### src/rtl/parity_reader_if.sv
// Writer-to-reader word link plus the consumer-side valid/ready read port of parity_reader.
interface parity_reader_if #(
    parameter int DWIDTH = 10
);
    logic              vld;
    logic [DWIDTH:0]   in;
    logic [DWIDTH-1:0] dout;
    logic              dout_valid;
    logic              dout_ready;

    modport master (
        output vld, in, dout_ready,
        input  dout, dout_valid
    );

    modport slave (
        input  vld, in, dout_ready,
        output dout, dout_valid
    );
endinterface

### src/rtl/parity_reader.sv
// Parity-checks writer words and queues good ones in a FWFT FIFO; a pushed word is at dout from the push edge.
// Backpressure: dout_ready stalls the FIFO; a good word arriving when full with no pop is dropped and ovf latches.
module parity_reader #(
    parameter int DWIDTH = 10,
    parameter int VWIDTH = 4,
    parameter int DEPTH  = 4
) (
    input  logic                     clk,
    input  logic                     rst_n,
    input  logic                     clear,
    parity_reader_if.slave           bus,
    output logic [VWIDTH-1:0]        cnt,
    output logic [VWIDTH-1:0]        err_cnt,
    output logic                     par_err,
    output logic                     ovf,
    output logic [$clog2(DEPTH):0]   level
);
    localparam int AW = $clog2(DEPTH);
    localparam int LW = AW + 1;

    logic [DWIDTH-1:0] mem [DEPTH];
    logic [AW-1:0]     rd_ptr;
    logic [AW-1:0]     wr_ptr;

    logic parity_ok;
    logic good;
    logic bad;
    logic full;
    logic pop;
    logic push;
    logic drop;

    assign parity_ok = (bus.in[DWIDTH] == ^bus.in[DWIDTH-1:0]);
    assign good      = bus.vld && parity_ok;
    assign bad       = bus.vld && !parity_ok;
    assign full      = (level == LW'(DEPTH));
    assign pop       = bus.dout_valid && bus.dout_ready;
    // A pop in the same cycle frees the slot the full-FIFO push needs.
    assign push      = good && (!full || pop);
    assign drop      = good && full && !pop;

    assign bus.dout_valid = (level != '0);
    assign bus.dout       = bus.dout_valid ? mem[rd_ptr] : '0;

    always_ff @(posedge clk) begin
        if (push && !clear) begin
            mem[wr_ptr] <= bus.in[DWIDTH-1:0];
        end
    end

    always_ff @(posedge clk or negedge rst_n) begin
        if (!rst_n) begin
            rd_ptr  <= '0;
            wr_ptr  <= '0;
            level   <= '0;
            cnt     <= '0;
            err_cnt <= '0;
            par_err <= 1'b0;
            ovf     <= 1'b0;
        end else if (clear) begin
            rd_ptr  <= '0;
            wr_ptr  <= '0;
            level   <= '0;
            cnt     <= '0;
            err_cnt <= '0;
            par_err <= 1'b0;
            ovf     <= 1'b0;
        end else begin
            par_err <= bad;
            if (bad && (err_cnt != '1)) begin
                err_cnt <= err_cnt + 1'b1;
            end
            if (pop) begin
                rd_ptr <= rd_ptr + 1'b1;
            end
            if (push) begin
                wr_ptr <= wr_ptr + 1'b1;
                cnt    <= cnt + 1'b1;
            end
            if (push && !pop) begin
                level <= level + 1'b1;
            end else if (pop && !push) begin
                level <= level - 1'b1;
            end
            if (drop) begin
                ovf <= 1'b1;
            end
        end
    end
endmodule
### src/flat_wrapper.sv
// flat-port wrapper written by rule: the top's interface ports become plain ports
module parity_reader_flat 
#(
    parameter int DWIDTH = 10,
    parameter int VWIDTH = 4,
    parameter int DEPTH  = 4
)
  (clk, rst_n, clear, cnt, err_cnt, par_err, ovf, level, bus_vld, bus_in, bus_dout_ready, bus_dout, bus_dout_valid);
  parity_reader_if #(.DWIDTH(DWIDTH)) bus_i ();
  input  logic clk;
  input  logic rst_n;
  input  logic clear;
  output logic [VWIDTH-1:0] cnt;
  output logic [VWIDTH-1:0] err_cnt;
  output logic par_err;
  output logic ovf;
  output logic [$clog2(DEPTH):0] level;
  input wire logic [$bits(bus_i.vld)-1:0] bus_vld;
  input wire logic [$bits(bus_i.in)-1:0] bus_in;
  input wire logic [$bits(bus_i.dout_ready)-1:0] bus_dout_ready;
  output wire logic [$bits(bus_i.dout)-1:0] bus_dout;
  output wire logic [$bits(bus_i.dout_valid)-1:0] bus_dout_valid;
  assign bus_i.vld = bus_vld;
  assign bus_i.in = bus_in;
  assign bus_i.dout_ready = bus_dout_ready;
  assign bus_dout = bus_i.dout;
  assign bus_dout_valid = bus_i.dout_valid;
  parity_reader #(.DWIDTH(DWIDTH), .VWIDTH(VWIDTH), .DEPTH(DEPTH)) u_core (.clk(clk), .rst_n(rst_n), .clear(clear), .bus(bus_i), .cnt(cnt), .err_cnt(err_cnt), .par_err(par_err), .ovf(ovf), .level(level));
endmodule
### config.mk
export PLATFORM = sky130hd
export DESIGN_NAME = parity_reader_flat
export DESIGN_NICKNAME = d
export VERILOG_FILES = /design/src/rtl/parity_reader_if.sv /design/src/rtl/parity_reader.sv /design/src/flat_wrapper.sv
export SDC_FILE = /design/constraint.sdc
export NUM_CORES = 1
export LEC_CHECK = 0
export CORE_MARGIN = 4
export CORE_UTILIZATION = 40
export CTS_CLUSTER_SIZE = 20
export DETAILED_ROUTE_END_ITERATION = 10
export GPL_ROUTABILITY_DRIVEN = 0
export PLACE_DENSITY = 0.71
export SYNTH_ARGS = -nofsm -noshare
export SYNTH_HDL_FRONTEND = slang
export SYNTH_SLANG_ARGS = --single-unit
### constraint.sdc
create_clock -name clk -period 2.9 [get_ports clk]
set_clock_uncertainty 0.15 [all_clocks]
set_input_delay 0.435 -clock clk [delete_from_list [all_inputs] [get_ports clk]]
set_output_delay 0.435 -clock clk [all_outputs]
set_load 0.01 [all_outputs]
; Yosys cells after proc, flatten, opt, wreduce, memory -nomap -nowiden
; Memory sizes are Yosys's and may differ from the RTL's.
; Cells that the tools add are included.
[totals]
latch_bits = 0
mem_bits_ro = 0
output_inout_bits = 24
input_bits = 16
mem_bits_rw = 40
regBits = 17
mem_count = 1
[classes]
order_cmp = 0
eq_ne = 3
mul = 0
shifts = 0
n_bitwise = 0
n_reduce_logical = 23
div = 0
n_mux = 17
n_addsub = 6
[memory_table]
columns = memory, depth, width, rd, rd_clocked_by_memory_dff, write_ports, line
row1 = u_core.mem, 4, 10, 1, 0, 1, parity_reader.sv:21  ; logic [DWIDTH-1:0] mem [DEPTH];
[ops]
columns = operator, count
row1 = two-way mux 4 bit, 4
row2 = logical AND 1 bit, 10
row3 = two-way mux 10 bit, 1
row4 = XOR reduction 10 bit, 1
row5 = two-way mux 3 bit, 3
row6 = "adder 4 x 1 -> 4 bit, second input constant", 2
row7 = two-way mux 2 bit, 4
row8 = nonzero test 2 bit, 4
row9 = nonzero test 3 bit, 2
row10 = logical NOT 1 bit, 5
row11 = two-way mux 1 bit, 5
row12 = "adder 2 x 1 -> 2 bit, second input constant", 2
row13 = "inequality test 4 bit, second input constant", 1
row14 = "adder 3 x 1 -> 3 bit, second input constant", 1
row15 = "equality test 3 bit, second input constant", 1
row16 = "subtractor 3 x 1 -> 3 bit, second input constant", 1
row17 = equality test 1 bit, 1
row18 = logical OR 1 bit, 1

; Logic depth before layout (Yosys ltp)
[logic_depth]
word_depth = 9
mapped_depth = 10
ltp_nobuf = 10

; Worst setup path before layout
; Ideal clock, no wire load.
[synth_path]
kind = input to register
start = input bus_in[1]
end = register u_core.level[1]
setup_time_ps = 105
slack_ps = 31
t_required_ps = 2645
path_stages = 10
t_arrival_ps = 2614
path_cell_list = xor2_1 > xnor2_1 > xnor3_2 > and3_2 > fa_1 > nor2_1 > nor2_1 > a32o_1 > o21ai_0 > nor4b_1
[synth_between]
elab_chain_len = 7
elab_cells_between_ends = 10
[synth_rtl]
columns = item, line
row1 = "start, declared", flat_wrapper.sv:19  ; input wire logic [$bits(bus_i.in)-1:0] bus_in;
row2 = XOR reduction 10 bit (*), parity_reader.sv:33  ; assign parity_ok = (bus.in[DWIDTH] == ^bus.in[DWIDTH-1:0]);
row3 = equality test 1 bit (*), parity_reader.sv:33
row4 = logical AND 1 bit (*), parity_reader.sv:34  ; assign good = bus.vld && parity_ok;
row5 = logical AND 1 bit (*), parity_reader.sv:39  ; assign push = good && (!full || pop);
row6 = logical AND 1 bit or logical NOT 1 bit (tied branches), "parity_reader.sv:80, parity_reader.sv:82"
row7 = two-way mux 3 bit or logical AND 1 bit (tied branches), "parity_reader.sv:80, parity_reader.sv:82"
row8 = two-way mux 3 bit or nonzero test 3 bit (tied branches), -
row9 = "end signal, assigned", parity_reader.sv:81  ; level <= level + 1'b1;
row10 = "end signal, assigned", parity_reader.sv:83  ; level <= level - 1'b1;
row11 = "end, declared", parity_reader.sv:16  ; output logic [$clog2(DEPTH):0] level
; Mark *: on every way between the ends. The rest lies on a longest branch, timed or not.
; A chain may end at the register's enable or synchronous reset.

; Worst setup path in the final report
[layout_path]
start = input bus_in[10]
end = register u_core.level[1]
[layout_between]
elab_chain_len = 6
elab_cells_between_ends = 9
[layout_rtl]
columns = item, line
row1 = equality test 1 bit (*), parity_reader.sv:33
row2 = logical AND 1 bit (*), parity_reader.sv:34
row3 = logical AND 1 bit (*), parity_reader.sv:39
row4 = logical AND 1 bit or logical NOT 1 bit (tied branches), "parity_reader.sv:80, parity_reader.sv:82"
row5 = two-way mux 3 bit or logical AND 1 bit (tied branches), "parity_reader.sv:80, parity_reader.sv:82"
row6 = two-way mux 3 bit or nonzero test 3 bit (tied branches), -
; Marked as above.

==> results.tsv <==
metric	value	unit
fin_util	54.9	%
placed_cells_incl_taps	329	
vias	1844	
final-setup-viol-count	0	
hold-worst-slack	0.226	ns
worst_ir_drop_vdd	0.446	mV
timing.hold.worst.class	in -> reg	
cts_hold_repair.buffers	0	
clkTransAtPathRegs	0.06	ns
dieArea	0.00812	mm^2
netlist_area	0.00270	mm^2
synth_top_area_share	44.5	%
yosys.cell_types.count	41	
nets	287	
insertedDiodeCount	0	
die_width	90.1	um
floorplan.initialDensity	41.8	%
grt_util_all_layers	14.9	%
timing.reg2reg.setup_slack	0.29	ns
worst_skew_pair.late_latency	0.33	ns
drt_drc_violations_left	0	
synthesis.instances	197	
grt_pass1_wl	9.49	mm
synthTopCellsByArea	sky130_fd_sc_hd__edfxtp_1 45%, sky130_fd_sc_hd__dfrtp_1 16%, sky130_fd_sc_hd__mux4_2 8.3%, sky130_fd_sc_hd__ha_1 2.8%, sky130_fd_sc_hd__and2_1 2.3%	
placementRows	29	
worst-r2r-cell-count	9	
period_share	96.4	%
area.growth.synth_to_final	31.5	%
die_y	90.1	um
tns	0	ns
critPathLaunchType	input pin	
top_level_ports	40	
routed_wirelength	5.64	mm
core_region_area	0.00646	mm^2
max_freq	358	MHz
synth-edff-count	40	
maximum_number_of_buffers_from_clock_root_to_sink	2	
final_hold_viol_count	0	
total_clock_buffers_created_by_cts	9	
run_status	finished clean	
relSlewSlack	45.9	%
async_reset_ff_share	29.8	%
cts_tree	yes	
initialDrtViolationCount	56	
power_leakage	1.36	nW
kind_of_critical_path	in -> reg	
avgRoutedWirePerCell	16.4	um
worstSetupEndpointType	flop	
cp.required	2.96	ns
via_count_of_the_first_global_routing_pass	1975	
clock-sinks	57	
grt-ovfl-total	0	
yosys_warnings	0	
synth_sequential_area_ratio	60.3	%
grt_max_degree	18	
synth.avg_cell_area	13.7	um^2
route.antenna.remaining_nets	0	
cts_max_level	3	
cts_root_buf	sky130_fd_sc_hd__clkbuf_8	
hold_depth	1	
r2r_end	u_core.level[1]	
synth.net_count	220	
ys_seq_elements	57	
yosys_most_used_dff	sky130_fd_sc_hd__edfxtp_1	
drv_cap	0	
r2r_start	u_core.level[0]	
hold-path-endpoint	u_core.mem[0][9]	
final_non_filler_cells	344	
timing.critical_path.from	bus_in[10]	
detail_routed_via_count_per_cell	5.36	
timing.hold.worst.start	bus_in[9]	
power_per_cell_area	845	mW/mm^2
final_layout_size_suffix_gt1_share	24.0	%
critical_path_arrival	2.85	ns
transition_at_the_pin_with_the_smallest_max_transition_slack	0.808	ns
placement.io_buffers	39	
final-max-slew-violation-count	0	
worstPathMaxFanout	2	
place_area	0.00335	mm^2
stdcell_area	0.00355	mm^2
drt_pre_antenna_iters	4	
place_hpwl	3.80	mm
period_needed	2.79	ns
antenna_found_initial	1	
synth.largest_area_cell	sky130_fd_sc_hd__edfxtp_1	
==> Yosys cell counts, types with 6 or more instances <==
cell / count
sky130_fd_sc_hd__clkbuf_1: 6
sky130_fd_sc_hd__ha_1: 6
sky130_fd_sc_hd__dfrtp_1: 17
sky130_fd_sc_hd__nand3_1: 7
sky130_fd_sc_hd__nor4_1: 6
sky130_fd_sc_hd__inv_1: 6
sky130_fd_sc_hd__nand2_1: 9
sky130_fd_sc_hd__xnor2_1: 6
sky130_fd_sc_hd__mux4_2: 10
sky130_fd_sc_hd__a21oi_1: 7
sky130_fd_sc_hd__nor3b_1: 6
sky130_fd_sc_hd__xor2_1: 7
sky130_fd_sc_hd__edfxtp_1: 40
sky130_fd_sc_hd__nor2_1: 14
sky130_fd_sc_hd__and2_1: 10
sky130_fd_sc_hd__o21ai_0: 6
==> through the flow <==
stage / total power [mW] / setup slack, ns
2_1_floorplan: 1.68 / 0.0310
3_3_place_gp: 2.20 / -0.512
3_5_place_dp: 2.23 / -0.626
4_1_cts: 3.03 / 0.00485
5_1_grt: 3.18 / -0.000611
6_report: 3.00 / 0.106
==> power breakdown <==
part / switching, mW / internal (mW) / total [mW]
combinational: 0.527 / 0.667 / 1.19
sequential: 0.0924 / 0.958 / 1.05
clock: 0.289 / 0.466 / 0.755
total: 0.909 / 2.09 / 3.00
==> routing by layer <==
metal	vias up	global-route usage (%)	wire length, um	part of all wire (%)
li1	866	-	-	-
met1	908	18.0	2460	44
met2	55	24.1	2760	49
met3	13	5.34	302	5.4
met4	2	6.51	102	1.8
met5	-	0	12	0.21
==> registers in the layout (all words and copies together) (netlist names) <==
| register | count |
|---|---|
| u_core.mem | 40 |
| u_core.ovf | 1 |
| u_core.err_cnt | 4 |
| u_core.par_err | 1 |
| u_core.rd_ptr | 2 |
| u_core.cnt | 4 |
| u_core.level | 3 |
| u_core.wr_ptr | 2 |
==> logic make-up (layout without fill, tap and decap cells) <==
| kind of cell | Yosys count | after routing | share of synthesized area (%) |
|---|---|---|---|
| multiplexers | 12 | 12 | 9.09 |
| adder cells (fa/ha/maj) | 7 | 7 | 3.53 |
| buffers and inverters | 16 | 86 | 2.37 |
| flip-flops | 57 | 57 | 60.3 |
| AND/OR/NAND/NOR | 70 | 70 | 14.4 |
| AO/OA/AOI/OAI | 20 | 20 | 4.59 |
| XOR/XNOR | 15 | 15 | 5.71 |
==> cell type report <==
type / count / area [um^2]
fillers: 546 / 2910
flip-flops and latches: 57 / 1630
multi-input cells: 124 / 1030
repair buffers: 66 / 571
clock buffers: 9 / 124
well taps: 77 / 96.3
clock inverters: 5 / 72.6
inverters: 6 / 22.5
==> worst max-delay path by stage <==
stage | end | slack [ns] | cells after the start
after detailed placement | u_core.level[1] | -0.63 | 11
final | u_core.level[1] | 0.11 | 11
after global placement | u_core.level[1] | -0.51 | 11
after global routing | u_core.level[1] | -0.0006 | 12
after CTS | u_core.level[1] | 0.005 | 11
after floorplan | u_core.level[1] | 0.03 | 10
==> worst max-delay path: stages <==
cell,delay [ns]
sky130_fd_sc_hd__dlygate4sd2_1,0.26
sky130_fd_sc_hd__xor2_2,0.19
sky130_fd_sc_hd__xnor2_2,0.18
sky130_fd_sc_hd__xnor3_2,0.36
sky130_fd_sc_hd__and3_4,0.19
sky130_fd_sc_hd__fa_1,0.54
sky130_fd_sc_hd__nor2_2,0.05
sky130_fd_sc_hd__buf_4,0.15
sky130_fd_sc_hd__or2_2,0.27
sky130_fd_sc_hd__mux2i_1,0.16
sky130_fd_sc_hd__nor4b_2,0.07
==> layout by cell type (no fill, tap or decap), types with 7 or more instances in the layout <==
cell	netlist	final
sky130_fd_sc_hd__edfxtp_1	40	40
sky130_fd_sc_hd__clkdlybuf4s50_1	0	28
sky130_fd_sc_hd__buf_4	0	26
sky130_fd_sc_hd__dfrtp_1	17	17
sky130_fd_sc_hd__nor2_1	14	13
sky130_fd_sc_hd__mux4_2	10	10
sky130_fd_sc_hd__and2_1	10	10
sky130_fd_sc_hd__nand2_1	9	9
sky130_fd_sc_hd__clkbuf_8	0	9
sky130_fd_sc_hd__nand3_1	7	7
sky130_fd_sc_hd__a21oi_1	7	7
==> repair_timing <==
action                                  CTS  global route
pin swaps                                 7             9
resized for setup                        17            13
endpoints found under the setup margin    1             1
setup buffers                             1             0
(Power assumes the default switching activity.)
